## src/rtl/pending_enc16_4.sv

```systemverilog
// pending_enc16_4: sticky 16-source pending vector drained by a round-robin 16->4 encoder over valid/ready
module pending_enc16_4 (
    input  logic        clk,
    input  logic        reset_n,
    input  logic [15:0] req,
    input  logic        en,
    input  logic        ready_in,
    output logic        valid_out,
    output logic [3:0]  idx_out,
    output logic [15:0] pending,
    output logic        merged
);
    localparam logic [0:0] S_EMPTY = 1'b0;
    localparam logic [0:0] S_FULL  = 1'b1;

    logic [0:0]  r_state;
    logic [3:0]  r_idx;
    logic [3:0]  r_ptr;
    logic [15:0] r_pending;
    logic        r_merged;

    logic        w_load;
    logic        w_any;
    logic        w_grant;
    logic [3:0]  w_off;
    logic [3:0]  w_sel;
    logic [15:0] w_set;
    logic [15:0] w_clr;

    assign w_load  = (r_state == S_EMPTY) || ready_in;
    assign w_any   = |r_pending;
    assign w_grant = w_load && w_any;
    assign w_sel   = r_ptr + w_off;
    assign w_set   = en ? req : 16'h0000;
    assign w_clr   = w_grant ? (16'h0001 << w_sel) : 16'h0000;

    // distance from ptr to the first pending bit, scanning upward with mod-16 wrap
    always_comb begin
        w_off = 4'd0;
        for (int i = 15; i >= 0; i--)
            if (r_pending[r_ptr + 4'(i)]) w_off = 4'(i);
    end

    // output slot, rotating pointer, pending vector and merge flag; set wins over the grant clear
    always_ff @(posedge clk or negedge reset_n) begin
        if (!reset_n) begin
            r_state   <= S_EMPTY;
            r_idx     <= 4'd0;
            r_ptr     <= 4'd0;
            r_pending <= 16'h0000;
            r_merged  <= 1'b0;
        end else begin
            if (w_load) r_state <= w_any ? S_FULL : S_EMPTY;
            if (w_grant) begin
                r_idx <= w_sel;
                r_ptr <= w_sel + 4'd1;
            end
            r_pending <= (r_pending & ~w_clr) | w_set;
            r_merged  <= |(w_set & r_pending & ~w_clr);
        end
    end

    assign valid_out = (r_state == S_FULL);
    assign idx_out   = r_idx;
    assign pending   = r_pending;
    assign merged    = r_merged;
endmodule

```

## config.mk

```make
export PLATFORM = sky130hd
export DESIGN_NAME = pending_enc16_4
export DESIGN_NICKNAME = d
export VERILOG_FILES = /design/src/rtl/pending_enc16_4.sv
export SDC_FILE = /design/constraint.sdc
export NUM_CORES = 1
export LEC_CHECK = 0
export ABC_AREA = 1
export CORE_UTILIZATION = 25
export CTS_CLUSTER_SIZE = 14
export DETAILED_ROUTE_END_ITERATION = 10
export GPL_TIMING_DRIVEN = 0
export PLACE_DENSITY = 0.43
export SYNTH_ARGS = -nofsm -noshare
export SYNTH_HDL_FRONTEND = slang
export SYNTH_SLANG_ARGS = --single-unit
```

## constraint.sdc

```tcl
create_clock -name clk -period 4.79 [get_ports clk]
set_clock_uncertainty 0.1 [all_clocks]
set_input_delay 1.1975 -clock clk [delete_from_list [all_inputs] [get_ports clk]]
set_output_delay 1.1975 -clock clk [all_outputs]
set_load 0.05 [all_outputs]
```

Yosys cells after proc, flatten, opt, wreduce, memory -nomap -nowiden
Index checks and enable logic that the tools add are counted.

Memory bits (read-only): 0. Bits in registers: 26. RAM bits: 0. Latch bits: 0. Input bits: 20. Memories kept: 0.

Equal/unequal tests: 0. Add/sub/neg operators: 17. Reductions and logical operators: 4. Bitwise gates (word level): 6. Shifts and indexed selects: 1. Multiply operators: 0. Order comparisons: 16. Muxes and demuxes: 51. Div/mod/pow operators: 0.

Operators with widths (count): < comparator 4 x 5 -> 1 bit (second input constant) (16); binary-select mux 1 bit (select 4 bit) (16); two-way mux 4 bit (16); bitwise AND 16 bit (3); adder 4 bit (second input constant) (8); two-way mux 16 bit (2); OR reduction 16 bit (2); two-way mux 1 bit (17); adder 4 x 3 -> 4 bit (second input constant) (4); NOT 16 bit (1); bitwise OR 16 bit (1); left shift 1 x 4 -> 16 bit (first input constant) (1); adder 4 x 1 -> 4 bit (second input constant) (2); adder 4 x 2 -> 4 bit (second input constant) (2); adder 4 bit (1); logical AND 1 bit (1); logical OR 1 bit (1); NOT 1 bit (1).

Longest topological paths before layout
Word-level depth: 25. Mapped depth: 37. Gate-level depth less buffers: 36.

Worst setup path before layout
OpenSTA, ideal clock, no wires.

Path type: reg-to-reg. From: reg r_ptr[1]. To: reg r_merged, in the netlist merged. Setup slack: 0.465 ns. Data arrival time: 4.106 ns. Setup time: 0.119 ns. Clock period less this slack: 4.325 ns. Cell stages (with the launch flop): 36. Cells stage by stage: dfrtp_1 > buf_2 > clkinv_1 > ha_1 > buf_2 > inv_2 > nand3_1 > and2_1 > nand2_1 > nand3_1 > nand2_1 > nand2_1 > nand2_1 > nand2_1 > nand2_1 > nand2_1 > nand2_1 > nand2_1 > nand2_1 > nand2_1 > nand2_1 > nand2_1 > nand2_1 > a21oi_1 > ha_1 > fa_1 > xor2_1 > inv_1 > nor2_1 > inv_1 > nor2_1 > nand3_1 > nand2_1 > nand4_1 > nor2_1 > nand2_1.

Word-level cells in the longest chain between the ends: 25. Elaborated cells on any way between the ends: 69.

RTL lines: start, declared (RTL line 18) `logic [3:0] r_ptr;`; start signal, assigned (RTL line 56) `r_ptr <= w_sel + 4'd1;`; adder 4 bit (RTL line 41) `if (r_pending[r_ptr + 4'(i)]) w_off = 4'(i);`; binary-select mux 1 bit (select 4 bit) (RTL line 41); two-way mux 1 bit (not written as such) (RTL line 41); two-way mux 4 bit (16 in a row) (RTL line 41); adder 4 bit * (RTL line 33) `assign w_sel = r_ptr + w_off;`; left shift 1 x 4 -> 16 bit * (RTL line 35) `assign w_clr = w_grant ? (16'h0001 << w_sel) : 16'h0000;`; two-way mux 16 bit * (RTL line 35); NOT 16 bit * (RTL line 59) `r_merged <= |(w_set & r_pending & ~w_clr);`; bitwise AND 16 bit * (RTL line 59); OR reduction 16 bit * (RTL line 59); end signal, assigned (RTL line 59); end, declared (RTL line 20) `logic r_merged;`.

Mark *: on every way between the ends. The rest lies on a longest branch, timed or not. The select of a mux whose other input is x is not followed. A chain may end at the register's enable or synchronous reset.

Worst setup path in the final report
From: reg r_ptr[2]. To: reg r_merged, in the netlist merged.

Word-level cells in the longest chain between the ends: 25. Elaborated cells on any way between the ends: 69.

RTL lines: adder 4 bit (RTL line 41); binary-select mux 1 bit (select 4 bit) (RTL line 41); two-way mux 1 bit (not written as such) (RTL line 41); two-way mux 4 bit (15 in a row) (RTL line 41); two-way mux 4 bit * (RTL line 41); adder 4 bit * (RTL line 33); net w_sel[1] (RTL line 26) `logic [3:0] w_sel;`; left shift 1 x 4 -> 16 bit * (RTL line 35); two-way mux 16 bit * (RTL line 35); NOT 16 bit * (RTL line 59); bitwise AND 16 bit * (RTL line 59); OR reduction 16 bit * (RTL line 59).

Mark *: on every way through the listed nets, which the timed path passes. The rest lies on a longest branch. The select of a mux whose other input is x is not followed.

==> metrics.md <==
| Metric | Value |
|---|---|
| Clock sinks | `26` |
| Crit path max fanout | `9` |
| Num CTS Buffers | `3` |
| Max Cap Viol | `0` |
| Synthesized area | `2730 um2` |
| Max Freq | `228 MHz` |
| Nets@finish | `540` |
| Share of the synthesized area in the top cell type | `24.5%` |
| Gr usage total | `15.9%` |
| Syn_nets | `486` |
| Ys async rst share | `100%` |
| DR vias/cell | `4.64` |
| Max clock buf depth | `2` |
| DRT iter0 DRCs | `128` |
| Initial Utilization | `26.1%` |
| Cell depth of the worst flop-to-flop path | `32` |
| Most used cell, CP | `nand2_1` |
| Die Span X | `106 um` |
| Synth cell types | `37` |
| Crit Path Category | `flip-flop to flip-flop` |
| H-tree depth | `1` |
| Crit path launch type | `flip-flop` |
| Final antenna-violating net count | `0` |
| Crit path DAT | `4.47 ns` |
| # setup viols final | `0` |
| Cts hold-fix bufs | `0` |
| Dominant synthesized flop cell | `dfrtp_1` |
| Largest cells by area after synthesis | `nand2_1, dfrtp_1, nand3_1` |
| I/O pin cnt | `42` |
| Cells after Synth | `450` |
| Vias | `2961` |
| Cells after DPL | `626` |
| Residual DRC count | `0` |
| Row cnt | `37` |
| WP data required | `4.87 ns` |
| Detailed Route WL | `8970 um` |
| Slowest stage cell on the critical path | `fa_2` |
| Tcrit/Tclk final | `91.7%` |
| Die Y-Extent | `106 um` |
| Worst-skew pair later-pin latency | `0.28 ns` |
| Syn Area/Cell | `6.06 um2` |
| Largest area contributor in the netlist | `nand2_1` |
| Final min period | `4.39 ns` |
| Die footprint | `11300 um2` |
| Status | `finished clean` |
| Clk root buf | `clkbuf_8` |
| Post-synthesis sequential area ratio | `23.9%` |
| Worst hold path cell count | `2` |
| Setup crit end kind | `flip-flop` |
| Initial antenna violation count | `0` |
| #FFs+latches synth | `26` |
| First-pass GRT wire length | `14100 um` |
| Core Box Area | `10500 um2` |
| Critical path's largest stage delay | `0.47 ns` |
| Final hold vios | `0` |
| Headroom to the max-slew limit | `58.0%` |
| Largest net degree at the start of global routing | `27` |
| Area Overhead vs Synth | `29.8%` |
| Hold Crit Class | `flip-flop to flip-flop` |
| Number of port buffers | `40` |
| Non-filler cells, final | `638` |
| Layout cells sized above 1 | `11.2%` |
| Number of synthesized flops with an enable pin | `0` |
| Synth warnings | `0` |
| Dpl hpwl | `7140 um` |
| Final Max Slew Viols | `0` |
| Most common cell in the netlist | `nand2_1` |
| GRT Residual Overflow | `0` |
| Routed WL per cell | `14.1 um` |
| CTS tree | `yes` |
| Vias in the first global route | `2727` |
| Worst-Margin Slew | `0.630 ns` |
| Final Wtd Congestion | `0.816` |
| TritonRoute pass-1 iters | `4` |
| Diode count | `0` |
| Post-synth top cells | `nand2_1, nand3_1, inv_1` |
| Worst-path clk slew | `0.10 ns` |
[what timing repair did]
action | CTS | global route
pin swaps | 1 | 8
endpoints found under the setup margin | 17 | 13
setup buffers | 1 | 7
resized for setup | 11 | 25
gates cloned | 0 | 1
[cells by family after synthesis]
group / count (synthesis) / share of synthesized area, %
buf+inv: 60 / 9.08
fa+ha+maj: 16 / 7.61
simple gates: 312 / 49.5
flops: 26 / 23.9
compound gates: 23 / 4.86
mux: 1 / 0.367
xor+xnor: 12 / 4.68
[path summary, 6_finish.rpt]
kind / startpoint / to / slack [ns]
setup / recovery: r_ptr[2]$_DFFE_PN0P_ / merged$_DFF_PN0_ / 0.40
hold / removal: idx_out[1]$_DFFE_PN0P_ / idx_out[1]$_DFFE_PN0P_ / 0.40
setup reg to reg: r_ptr[2]$_DFFE_PN0P_ / merged$_DFF_PN0_ / 0.40
hold reg to reg: idx_out[1]$_DFFE_PN0P_ / idx_out[1]$_DFFE_PN0P_ / 0.40
max in group asynchronous: reset_n / r_ptr[1]$_DFFE_PN0P_ / 3.31
min in group asynchronous: reset_n / pending[1]$_DFF_PN0_ / 0.82
[per-stage QoR]
step           setup slack, ns  setup TNS, ns  util (%)  hold WS (ns)  cell area [um2]
6_report                 0.397              0      33.8         0.396             3540
2_1_floorplan            0.465              0         -         0.520             2730
5_1_grt                -0.0170        -0.0170      33.8         0.432             3540
3_3_place_gp            -0.625          -3.05      31.5         0.374             3300
4_1_cts                 0.0356              0      32.5         0.406             3400
3_5_place_dp            -0.621          -3.62      31.5         0.374             3300
[layout by cell type, fill, tap and decap left out, types with 2 or more instances in the layout]
cell type,synthesis,final
dfrtp_1,26,24
o21ai_0,6,6
nor3_4,0,3
inv_4,0,2
nand2_1,178,175
nor4_1,4,4
nand3_2,0,3
o21ai_1,7,7
a21oi_1,3,2
clkdlybuf4s50_1,0,39
buf_6,1,3
buf_2,3,3
inv_2,3,2
xor2_2,1,2
a21oi_2,1,2
clkbuf_1,3,3
ha_1,15,13
clkbuf_8,0,3
nand3_1,81,78
nand2_2,2,5
nor2_2,1,2
inv_1,45,44
xor2_1,8,6
dfrtp_2,0,2
nand2_4,2,2
xnor2_2,2,2
nor2_1,30,29
nand4_1,6,6
buf_4,3,11
[state kept, by name (all words and copies together) (netlist names)]
signal and flops:
merged 1, r_ptr 4, idx_out 4, pending 16
valid_out 1
[critical path, delay by kind of cell (launching register included)]
kind,cells,cell delay [ns]
adders and majority gates,4,1.04
buffers and inverters,4,0.54
and+or+nand+nor,21,1.53
AOI/OAI and AO/OA,2,0.44
xor gates and xnor gates,1,0.21
DFF,1,0.43
[per-layer routing]
metal	track usage (%)	vias to the layer above	share of wire [%]
met4	2.64	0	0.13
met5	0	-	0
met1	22.0	1366	51
met2	27.4	49	47
li1	-	1543	-
met3	0.981	3	2.2
[area by class of cell]
cell class / instances / area (um2)
repair buffers: 49 / 460
multi-input cells: 364 / 1940
plain buffers: 10 / 72.6
inverters: 50 / 200
flip-flops and latches: 26 / 653
well taps: 136 / 170
clock buffers: 3 / 41.3
fillers: 1168 / 6920
Power is left out: the tool's default activity adds up to more than one toggle a clock period on the data nets, which glitch-free logic cannot reach.
